<file path="config.mk">
export PLATFORM = sky130hd
export DESIGN_NAME = uart_time_set_rx
export DESIGN_NICKNAME = d
export VERILOG_FILES = /design/src/rtl/uart_time_set_rx.sv
export SDC_FILE = /design/constraint.sdc
export NUM_CORES = 1
export LEC_CHECK = 0
export CORE_ASPECT_RATIO = 0.7
export CORE_MARGIN = 4
export CORE_UTILIZATION = 55
export DETAILED_ROUTE_END_ITERATION = 10
export GPL_ROUTABILITY_DRIVEN = 0
export PLACE_DENSITY = 0.76
export SYNTH_ARGS = -nofsm -noshare
export SYNTH_HDL_FRONTEND = slang
export SYNTH_SLANG_ARGS = --single-unit
export TNS_END_PERCENT = 30
</file>
<file path="constraint.sdc">
create_clock -name clk -period 2.8 [get_ports clk]
set_clock_uncertainty 0.1 [all_clocks]
set_input_delay 0.42 -clock clk [delete_from_list [all_inputs] [get_ports clk]]
set_output_delay 0.42 -clock clk [all_outputs]
set_load 0.01 [all_outputs]
</file>
<file path="src/rtl/uart_time_set_rx.sv">
// UART receiver with a "T MM SS CR" frame parser.
// Presents BCD minutes/seconds digits with a one-cycle load pulse.
module uart_time_set_rx #(
    parameter int CLK_FREQ = 100000000,
    parameter int BAUD     = 9600
) (
    input  logic       clk,
    input  logic       reset,
    input  logic       RxD,
    output logic [7:0] rx_data,
    output logic       rx_valid,
    output logic       load,
    output logic [2:0] min_tens,
    output logic [3:0] min_ones,
    output logic [2:0] sec_tens,
    output logic [3:0] sec_ones,
    output logic       frame_err
);
    localparam int CLKS_PER_BIT = CLK_FREQ / BAUD;
    localparam int CW = $clog2(CLKS_PER_BIT);
    localparam logic [CW-1:0] HALF = CW'(CLKS_PER_BIT / 2 - 1);
    localparam logic [CW-1:0] FULL = CW'(CLKS_PER_BIT - 1);

    typedef enum logic [1:0] {R_IDLE, R_START, R_DATA, R_STOP} r_state_t;
    typedef enum logic [2:0] {
        P_WAIT_T, P_M10, P_M1, P_S10, P_S1, P_CR
    } p_state_t;

    r_state_t r_state, r_next;
    p_state_t p_state, p_next;

    logic          rx_meta, rxs;
    logic [CW-1:0] cnt;
    logic [2:0]    bit_idx;
    logic [7:0]    shift;
    logic          cnt_clr, bit_take, stop_ok, stop_bad;

    logic [2:0] m10_sh, s10_sh;
    logic [3:0] m1_sh, s1_sh;
    logic       wr_m10, wr_m1, wr_s10, wr_s1, ld, perr;
    logic       is_t, is_cr, is_tens, is_ones;

    always_ff @(posedge clk or negedge reset) begin
        if (!reset) begin
            rx_meta <= 1'b1;
            rxs     <= 1'b1;
        end else begin
            rx_meta <= RxD;
            rxs     <= rx_meta;
        end
    end

    always_comb begin
        r_next   = r_state;
        cnt_clr  = 1'b0;
        bit_take = 1'b0;
        stop_ok  = 1'b0;
        stop_bad = 1'b0;
        unique case (r_state)
            R_IDLE: begin
                cnt_clr = 1'b1;
                if (!rxs) r_next = R_START;
            end
            R_START: begin
                if (cnt == HALF) begin
                    cnt_clr = 1'b1;
                    r_next  = rxs ? R_IDLE : R_DATA;
                end
            end
            R_DATA: begin
                if (cnt == FULL) begin
                    cnt_clr  = 1'b1;
                    bit_take = 1'b1;
                    if (bit_idx == 3'd7) r_next = R_STOP;
                end
            end
            R_STOP: begin
                if (cnt == FULL) begin
                    cnt_clr  = 1'b1;
                    stop_ok  = rxs;
                    stop_bad = !rxs;
                    r_next   = R_IDLE;
                end
            end
            default: r_next = R_IDLE;
        endcase
    end

    always_ff @(posedge clk or negedge reset) begin
        if (!reset) begin
            r_state  <= R_IDLE;
            cnt      <= '0;
            bit_idx  <= '0;
            shift    <= '0;
            rx_data  <= '0;
            rx_valid <= 1'b0;
        end else begin
            r_state  <= r_next;
            cnt      <= cnt_clr ? '0 : cnt + 1'b1;
            rx_valid <= stop_ok;
            if (r_state == R_START) bit_idx <= '0;
            else if (bit_take) bit_idx <= bit_idx + 1'b1;
            // LSB arrives first, so shift in from the top.
            if (bit_take) shift <= {rxs, shift[7:1]};
            if (stop_ok) rx_data <= shift;
        end
    end

    // The low nibble of '0'..'9' is the digit value itself.
    assign is_t    = (rx_data == 8'h54);
    assign is_cr   = (rx_data == 8'h0D);
    assign is_tens = (rx_data >= 8'h30) && (rx_data <= 8'h35);
    assign is_ones = (rx_data >= 8'h30) && (rx_data <= 8'h39);

    always_comb begin
        p_next = p_state;
        perr   = 1'b0;
        ld     = 1'b0;
        wr_m10 = 1'b0;
        wr_m1  = 1'b0;
        wr_s10 = 1'b0;
        wr_s1  = 1'b0;
        if (stop_bad) begin
            p_next = P_WAIT_T;
        end else if (rx_valid) begin
            if (is_t) begin
                p_next = P_M10;
            end else begin
                unique case (p_state)
                    P_WAIT_T: p_next = P_WAIT_T;
                    P_M10: begin
                        wr_m10 = is_tens;
                        perr   = !is_tens;
                        p_next = P_M1;
                    end
                    P_M1: begin
                        wr_m1  = is_ones;
                        perr   = !is_ones;
                        p_next = P_S10;
                    end
                    P_S10: begin
                        wr_s10 = is_tens;
                        perr   = !is_tens;
                        p_next = P_S1;
                    end
                    P_S1: begin
                        wr_s1  = is_ones;
                        perr   = !is_ones;
                        p_next = P_CR;
                    end
                    P_CR: begin
                        ld     = is_cr;
                        perr   = !is_cr;
                        p_next = P_WAIT_T;
                    end
                    default: p_next = P_WAIT_T;
                endcase
                if (perr) p_next = P_WAIT_T;
            end
        end
    end

    always_ff @(posedge clk or negedge reset) begin
        if (!reset) begin
            p_state   <= P_WAIT_T;
            m10_sh    <= '0;
            m1_sh     <= '0;
            s10_sh    <= '0;
            s1_sh     <= '0;
            min_tens  <= '0;
            min_ones  <= '0;
            sec_tens  <= '0;
            sec_ones  <= '0;
            load      <= 1'b0;
            frame_err <= 1'b0;
        end else begin
            p_state   <= p_next;
            load      <= ld;
            frame_err <= perr | stop_bad;
            if (wr_m10) m10_sh <= rx_data[2:0];
            if (wr_m1)  m1_sh  <= rx_data[3:0];
            if (wr_s10) s10_sh <= rx_data[2:0];
            if (wr_s1)  s1_sh  <= rx_data[3:0];
            if (ld) begin
                min_tens <= m10_sh;
                min_ones <= m1_sh;
                sec_tens <= s10_sh;
                sec_ones <= s1_sh;
            end
        end
    end
endmodule

</file>
; ---- Word level (Yosys, flattened, before mapping)
; Cells that the tools add are included.
[totals]
input_bits = 3
wordCells = 106
out_inout_bits = 25
register_bits = 71
[classes]
bitwise = 1
n_reduce_logical = 13
magnitude_cmp = 3
muxes = 50
n_addsub = 2
eq_ne = 18
[op_table]
columns = cell, n
row1 = 1-bit two-way mux, 33
row2 = 3-bit two-way mux, 6
row3 = "8-bit by 6-bit <= comparator with 1-bit output, second input constant", 2
row4 = "14-bit by 1-bit adder with 14-bit output, second input constant", 1
row5 = "14-bit by 13-bit == test with 1-bit output, second input constant", 1
row6 = "14-bit == test, second input constant", 1
row7 = 14-bit two-way mux, 1
row8 = 2-bit two-way mux, 6
row9 = 3-bit one-hot mux with 4 select lines, 1
row10 = "2-bit != test, second input constant", 5
row11 = "3-bit == test, second input constant", 3
row12 = "8-bit by 4-bit == test with 1-bit output, second input constant", 1
row13 = "8-bit by 7-bit == test with 1-bit output, second input constant", 1
row14 = "8-bit by 6-bit >= comparator with 1-bit output, second input constant", 1
row15 = 2-bit one-hot mux with 4 select lines, 1
row16 = "3-bit by 2-bit == test with 1-bit output, second input constant", 2
row17 = 1-bit one-hot mux with 3 select lines, 2
row18 = 2-bit OR reduction, 3
row19 = 5-bit AND reduction, 1
row20 = "2-bit == test, second input constant", 2
row21 = 1-bit zero test, 4
row22 = 2-bit nonzero test, 2
row23 = "3-bit by 1-bit adder with 3-bit output, second input constant", 1
row24 = "3-bit by 1-bit == test with 1-bit output, second input constant", 1
row25 = other kinds (4), 5

; ---- Logic depth before layout (Yosys ltp)
; Gate-level depths: netlist (run 1).
[logic_depth]
word_depth = 11
mapped_depth = 8
depth_no_buf = 5

; ---- Worst setup path before layout (run 1)
; OpenSTA, ideal clock, no wires.
[synth_timing]
kind = register -> register
from = register cnt[0]
to = register min_ones[0]
path_stages_with_launch = 9
t_required_ns = 2.575
n_path_buf = 3
t_arrival_ns = 2.097
synth_period_minus_slack_ns = 2.322
path_slack_ns = 0.478
cell_sequence = dfrtp_1 -> ha_1 -> and4_1 -> buf_4 -> and4_1 -> buf_2 -> a31oi_2 -> buf_4 -> mux2_2
[synth_via]
elab_chain_cells = 4
[synth_rtl]
columns = item, line_no
row1 = "start, declared", 33  ; logic [CW-1:0] cnt;
row2 = "start signal, assigned", 99  ; cnt <= cnt_clr ? '0 : cnt + 1'b1;
row3 = 14-bit == test, 78  ; if (cnt == FULL) begin
row4 = 1-bit two-way mux, 78
row5 = 1-bit two-way mux, 59  ; unique case (r_state)
row6 = 1-bit two-way mux, 123  ; if (stop_bad) begin
row7 = "end signal, assigned", 186  ; min_ones <= m1_sh;
row8 = "end, declared", 14  ; output logic [3:0] min_ones,
; No other way between the ends.
; A chain may end at the register's enable or synchronous reset.

; ---- Final worst setup path (run 1)
[layout_timing]
from = register cnt[0]
to = register rx_data[0]
[layout_via]
elab_chain_cells = 3
[layout_rtl]
columns = item, line_no
row1 = 14-bit == test, 78
row2 = 1-bit two-way mux, 78
row3 = 1-bit two-way mux, 59
row4 = "end signal, assigned", 105  ; if (stop_ok) rx_data <= shift;
row5 = "end, declared", 10  ; output logic [7:0] rx_data,
; No other way between the ends.

==> results of run 1 <==
-- power by group through the flow --
stage | Combinational (W) | Sequential, W | Clock [W]
floorplan | 0.00000170 | 0.00105 | 0
global placement | 0.0000251 | 0.00105 | 0
detailed placement | 0.0000256 | 0.00105 | 0
CTS | 0.0000255 | 0.00103 | 0.00103
global route | 0.0000288 | 0.00103 | 0.00107
finish | 0.0000239 | 0.00103 | 0.00100
-- layout make-up --
type	count	area, um2	share of cell area, %
clock inverters	6	115	2.96
multi-input cells	173	1410	36.3
clock buffers	10	138	3.54
flip-flops and latches	71	1780	45.7
well taps	75	93.8	2.41
inverters	9	33.8	0.868
repair buffers	34	318	8.17
-- Yosys cell counts (2+ instances only) --
library cell,number
or3_1,3
and4_1,4
xor2_1,10
o21ai_0,6
buf_2,2
nor2b_1,4
clkbuf_1,7
buf_4,2
nor3_1,2
nor4bb_1,3
o2111ai_1,2
a31oi_1,2
nor4_1,2
mux2_4,8
inv_1,8
xnor2_1,3
dfstp_2,2
a22oi_1,2
a2bb2oi_1,2
and4b_1,3
o22ai_1,4
nand3_1,6
mux2_2,36
a21oi_1,8
and3_1,2
dfrtp_1,69
nand2_1,8
ha_1,3
nand4_1,7
nor3b_1,2
nor2_1,22
buf_6,2
-- worst reg2reg max path, cell delays in order (launching register included) --
cell	delay (ns)
dfrtp_1	0.38
ha_1	0.23
and4_1	0.38
nand4_4	0.23
or3_1	0.63
mux2_4	0.38
-- per-layer routing --
metal	wire length, um	share of wire (%)	track usage (%)
met4	67	1.1	5.83
met2	2780	44	27.2
met5	0	0	0
met1	3120	50	27.7
met3	322	5.1	4.97
-- placed cells by master, fill, tap and decap left out, drive strengths merged, types with 2 or more instances in the layout --
cell,synthesis,layout
nor4bb,3,3
and3,2,2
o2111ai,2,2
nand2,8,8
nand3,6,6
bufinv,0,3
xnor2,3,3
nor4b,2,2
or3,3,3
nor2b,4,4
a21oi,8,8
buf,6,8
dfstp,2,2
nor3,3,3
nor4,2,2
inv,8,10
nor2,22,22
clkdlybuf4s50,0,26
a31oi,3,3
dfrtp,69,69
and4,4,4
a22oi,2,2
and4b,3,3
clkbuf,7,10
mux2,44,44
nand4,8,8
ha,3,3
o21ai,7,7
xor2,10,10
nor3b,2,2
o22ai,4,4
a2bb2oi,2,2
-- per-stage QoR --
stage               hold slack [ns]  setup slack, ns  util [%]
floorplan                    0.0244            0.478         -
global placement              0.247            0.449      63.2
detailed placement            0.249            0.362      63.2
CTS                           0.199            0.352      67.6
global route                  0.235            0.211      67.6
finish                        0.175            0.353      67.6
-- registers in the layout, summed over array words and instances (netlist names), 4 cells and up, named ones only --
register / flops
rx_data: 8
cnt: 14
sec_ones: 4
s1_sh: 4
m1_sh: 4
shift: 8
min_ones: 4
-- logic make-up (layout without fill, tap and decap cells) --
family,after synthesis,count (layout)
AO/OA/AOI/OAI,36,36
XOR/XNOR,13,13
adder cells (fa/ha/maj),3,3
buffers and inverters,22,59
flip-flops,71,71
multiplexers,45,45
AND/OR/NAND/NOR,76,76
-- worst paths after layout --
kind | startpoint | end | slack [ns] | cells after the start
worst max-delay path | cnt[0]$_DFF_PN0_ | rx_data[0]$_DFFE_PN0P_ | 0.35 | 5
worst min-delay path | reset | cnt[8]$_DFF_PN0_ | 0.18 | 2
worst max register to register | cnt[0]$_DFF_PN0_ | rx_data[0]$_DFFE_PN0P_ | 0.35 | 5
worst min register to register | rx_meta$_DFF_PN1_ | rxs$_DFF_PN1_ | 0.26 | 0
max in group asynchronous | reset | s10_sh[0]$_DFFE_PN0P_ | 1.86 | 2
min in group clk | rx_meta$_DFF_PN1_ | rxs$_DFF_PN1_ | 0.26 | 0
==> flow_summary.ini, run 1 <==
[status]
status = complete, no violations

[timing]
grt_setup_unrepaired = false
fin_crit_sh_pct = 87.4
finalSetupViolCount = 0
fin_tns_setup_ns = 0
slew_violations = 0
maxSlewHeadroom_pct = 41.9
max_freq_ghz = 0.409
finalHoldViolations = 0
worstMarginPinSlew_ns = 0.872
post-route-min-period_ns = 2.45

[power_and_ir_drop]
switchingPower_w = 0.000405
powerDensity_mw_per_mm2 = 529
p_clk_share_pct = 48.8
swShare_pct = 19.7
p_leak_nw = 1.78
finalPower_w = 0.00206
p_int_w = 0.00165
power_frac_comb_pct = 1.2
ir_worst_vdd_uv = 449
p_seq_share_pct = 50.0

[synth]
synthSimpleGateAreaFrac_pct = 14.3
postSynthAreaPerCell_um2 = 12.4
yosysTopAreaCell = dfrtp_1
synth_xor_area_share_pct = 3.45
synth_compound_area_share_pct = 7.66
synthAdderAreaFrac_pct = 1.14
ys_seq_elements = 71
synth_top_family_by_area = multiplexers
synth.top_cell.area_share_pct = 52.3
synth_nets = 272
synth-async-reset-ratio_pct = 100
yosysWarnings = 0
ys_seq_area_share_pct = 53.9
postSynthCellCount = 266
synth.distinct_cells = 52
synth_ff_type = dfrtp_1
synth_edf_count = 0
ys_top_cells_by_area = dfrtp_1 (52%), mux2_2 (12%), mux2_4 (3.6%), xor2_1 (2.7%), nor2_1 (2.5%)
netlist_area_mm2 = 0.00330
synthMuxAreaShare_pct = 16.2

[floorplan]
start_util_pct = 57.3
coreArea_mm2 = 0.00576
die_h_um = 72.8
ioPinCount = 28
die_x_um = 101
dieArea_mm2 = 0.00732
std_cell_rows = 23

[global_routing]
track_usage_pct = 18.8
grt_pass1_vias = 2141
grt_pass1_wl_um = 10600
antenna_found_initial = 0
grt_max_degree = 72
grt.overflow.total = 0

[critical_path]
cp.required_ns = 2.93
slowest_delay_ns = 0.63
cp-end-kind = flip-flop
slowest_stage = or3_1
path_buf_inv = 0
arrival_ns = 2.58
cp_cell_sequence = ha_1, and4_1, nand4_4, or3_1, mux2_4
start_kind = flip-flop
crit_family = simple AND/OR/NAND/NOR gates
critPathKind = flip-flop to flip-flop
cp_max_fo = 11

[place]
dp_cells = 362
postPlaceCellArea_mm2 = 0.00364
io_buffers = 27
dp_hpwl_um = 4360

[cts]
cts_buffer_depth = 2
cts_hold_buffers = 0
cts-root-buf = clkbuf_8
clkTransAtPathRegs_ns = 0.07
htree_levels = 3
cts_resized = 0
cts_tree = yes
insertion_delay_ns = 0.35
clock_sinks = 71
cts_post_setup_buffers_inserted = 0
numCtsBuffers = 9

[final_layout]
diodes = 0
finalInstanceArea_mm2 = 0.00389
final_nets = 304
syn_to_final_growth_pct = 17.9
final_cells = 378
fillers = 429
drive_above_1_share_pct = 24.8

[routing]
drt-pass1-iter-count = 4
drt_wl_total_um = 6290
routedWlPerCell_um = 16.6
viasPerCell = 5.68
ant_nets = 0
num_vias = 2146
drc_errors = 0
drt_iter0_markers = 136

[flow_run]
drv_cap = 0

[worst_hold_path]
hold_class = input port to asynchronous set/reset pin
(Power assumes the default switching activity.)
==> run 2: changes to the inputs <==
- CORE_UTILIZATION: 55 -> 45
- PLACE_DENSITY: 0.76 -> default
==> run 2 against run 1 <==
Effect of this change:
- clock power decreased by 13%
- fmax decreased by 1.8%
- final cell count increased by 4.8%
- sequential share of layout area increased by 0.13 points
- utilization decreased by 12 points
- cell area decreased by 0.29%
- hold slack got worse by 0.17 ns
- sequential cell count unchanged
- sequential power about the same
- first-iteration DRC count decreased by 18%
- non-clock buffer count decreased by 1
==> flow_summary.ini, run 2 (same netlist as run 1, synthesis figures left out) <==
[final_layout]
seqCellArea_mm2 = 0.00178
diodes = 0
syn_to_final_growth_pct = 17.6
reg_top3 = cnt: 14 flops, rx_data: 8 flops, shift: 8 flops
layout_common_cells = dfrtp_1 (69), mux2_2 (36), clkdlybuf4s50_1 (26), nor2_1 (22), xor2_1 (10)
final_nets = 303
multi_input_area_mm2 = 0.00141
drive_above_1_share_pct = 24.2
final_common_cell = dfrtp_1
largest_reg_flops = 14
fillers = 597
regMostFlops = cnt

[flow_run]
drv_cap = 0

[timing]
max_freq_ghz = 0.401
fin_ws_ns = 0.308
post-route-min-period_ns = 2.49
finalHoldViolations = 0
grt_setup_unrepaired = false
fin_crit_sh_pct = 89.0
slew_violations = 0
fin_tns_setup_ns = 0
worstMarginPinSlew_ns = 0.756
finalSetupViolCount = 0
maxSlewHeadroom_pct = 49.5

[routing]
routedWlPerCell_um = 15.6
drt_wl_total_um = 6180
ant_nets = 0
drt-pass1-iter-count = 4
viasPerCell = 5.32
drc_errors = 0
num_vias = 2105
drt_iter0_markers = 111

[floorplan]
ioPinCount = 28
dieArea_mm2 = 0.00879
die_x_um = 110
start_util_pct = 47.5
coreArea_mm2 = 0.00694
std_cell_rows = 25
die_h_um = 79.6

[place]
place_ws_ns = 0.324
dp_hpwl_um = 4350
io_buffers = 27

[power_and_ir_drop]
ir_worst_vdd_uv = 313
powerDensity_mw_per_mm2 = 495
p_leak_nw = 1.76

[cts]
numCtsBuffers = 9
cts_tree = yes
cts_hold_buffers = 0
cts_post_setup_buffers_inserted = 0
insertion_delay_ns = 0.33
cts_buffer_depth = 2
clkTransAtPathRegs_ns = 0.07
clock_sinks = 71
htree_levels = 3
cts-root-buf = clkbuf_8
cts_resized = 0

[global_routing]
grt_pass1_vias = 2000
grt.overflow.total = 0
antenna_found_initial = 0
grt_max_degree = 45
track_usage_pct = 15.8
grt_pass1_wl_um = 10600

[critical_path]
start_kind = flip-flop
critPathKind = flip-flop to flip-flop
cp.required_ns = 2.91
cp-end-kind = flip-flop
ff2ff_setup_slack_ns = 0.31
arrival_ns = 2.61
cp_max_fo = 11

[worst_hold_path]
hold_class = input port to asynchronous set/reset pin

[status]
status = complete, no violations
## run 2: final cells by class
type	count	share of cell area [%]
multi-input combinational	173	36.4
clock inverter	6	2.19
clock buffer	10	3.29
inverter	9	0.871
sequential	71	45.9
tap	94	3.03
timing repair buffer	33	8.32
## run 2: layer usage
| layer | track usage, % | up-vias | part of all wire, % |
|---|---|---|---|
| met4 | 3.69 | 0 | 0.55 |
| met1 | 25.3 | 1016 | 53 |
| met2 | 20.2 | 52 | 40 |
| li1 | - | 1033 | - |
| met5 | 0 | - | 0 |
| met3 | 5.09 | 4 | 6.1 |
## run 2: path summary, 6_finish.rpt
kind	start	end	cells past startpoint
worst max-delay path	cnt[0]$_DFF_PN0_	rx_data[2]$_DFFE_PN0P_	5
worst min-delay path	reset	sec_ones[3]$_DFFE_PN0P_	1
worst max register to register	cnt[0]$_DFF_PN0_	rx_data[2]$_DFFE_PN0P_	5
worst min register to register	rx_meta$_DFF_PN1_	rxs$_DFF_PN1_	0
max in group asynchronous	reset	rx_meta$_DFF_PN1_	2
min in group clk	rx_meta$_DFF_PN1_	rxs$_DFF_PN1_	0
## run 2: through the flow
stage,power [W],utilization [%],instances,hold slack [ns],instance area (um2)
2_1_floorplan,0.00105,-,266,0.0244,3300
3_3_place_gp,0.00108,52.8,380,0.245,3670
3_5_place_dp,0.00108,52.8,380,0.247,3670
4_1_cts,0.00195,55.9,396,0.0128,3880
5_1_grt,0.00200,55.9,396,0.0326,3880
6_report,0.00192,55.9,396,0.00383,3880
## run 2: power breakdown
| group | switching (W) | leakage (nW) | internal [W] |
|---|---|---|---|
| clock network | 0.000367 | 0.102 | 0.000499 |
| registers | 0.00000129 | 0.971 | 0.00103 |
| logic | 0.0000212 | 0.691 | 0.00000503 |
| total | 0.000390 | 1.76 | 0.00153 |
## run 2: critical path, cell delays in order (launching register included)
cell and delay [ns]:
dfrtp_1 0.39, ha_1 0.24, and4_1 0.40, nand4_4 0.24, or3_1 0.63, mux2_4 0.37
==> run 3: changes to the inputs <==
- CAP_MARGIN: default -> 20
==> results of run 3 <==
Final layout, timing and power as in run 2 (identical DEF).
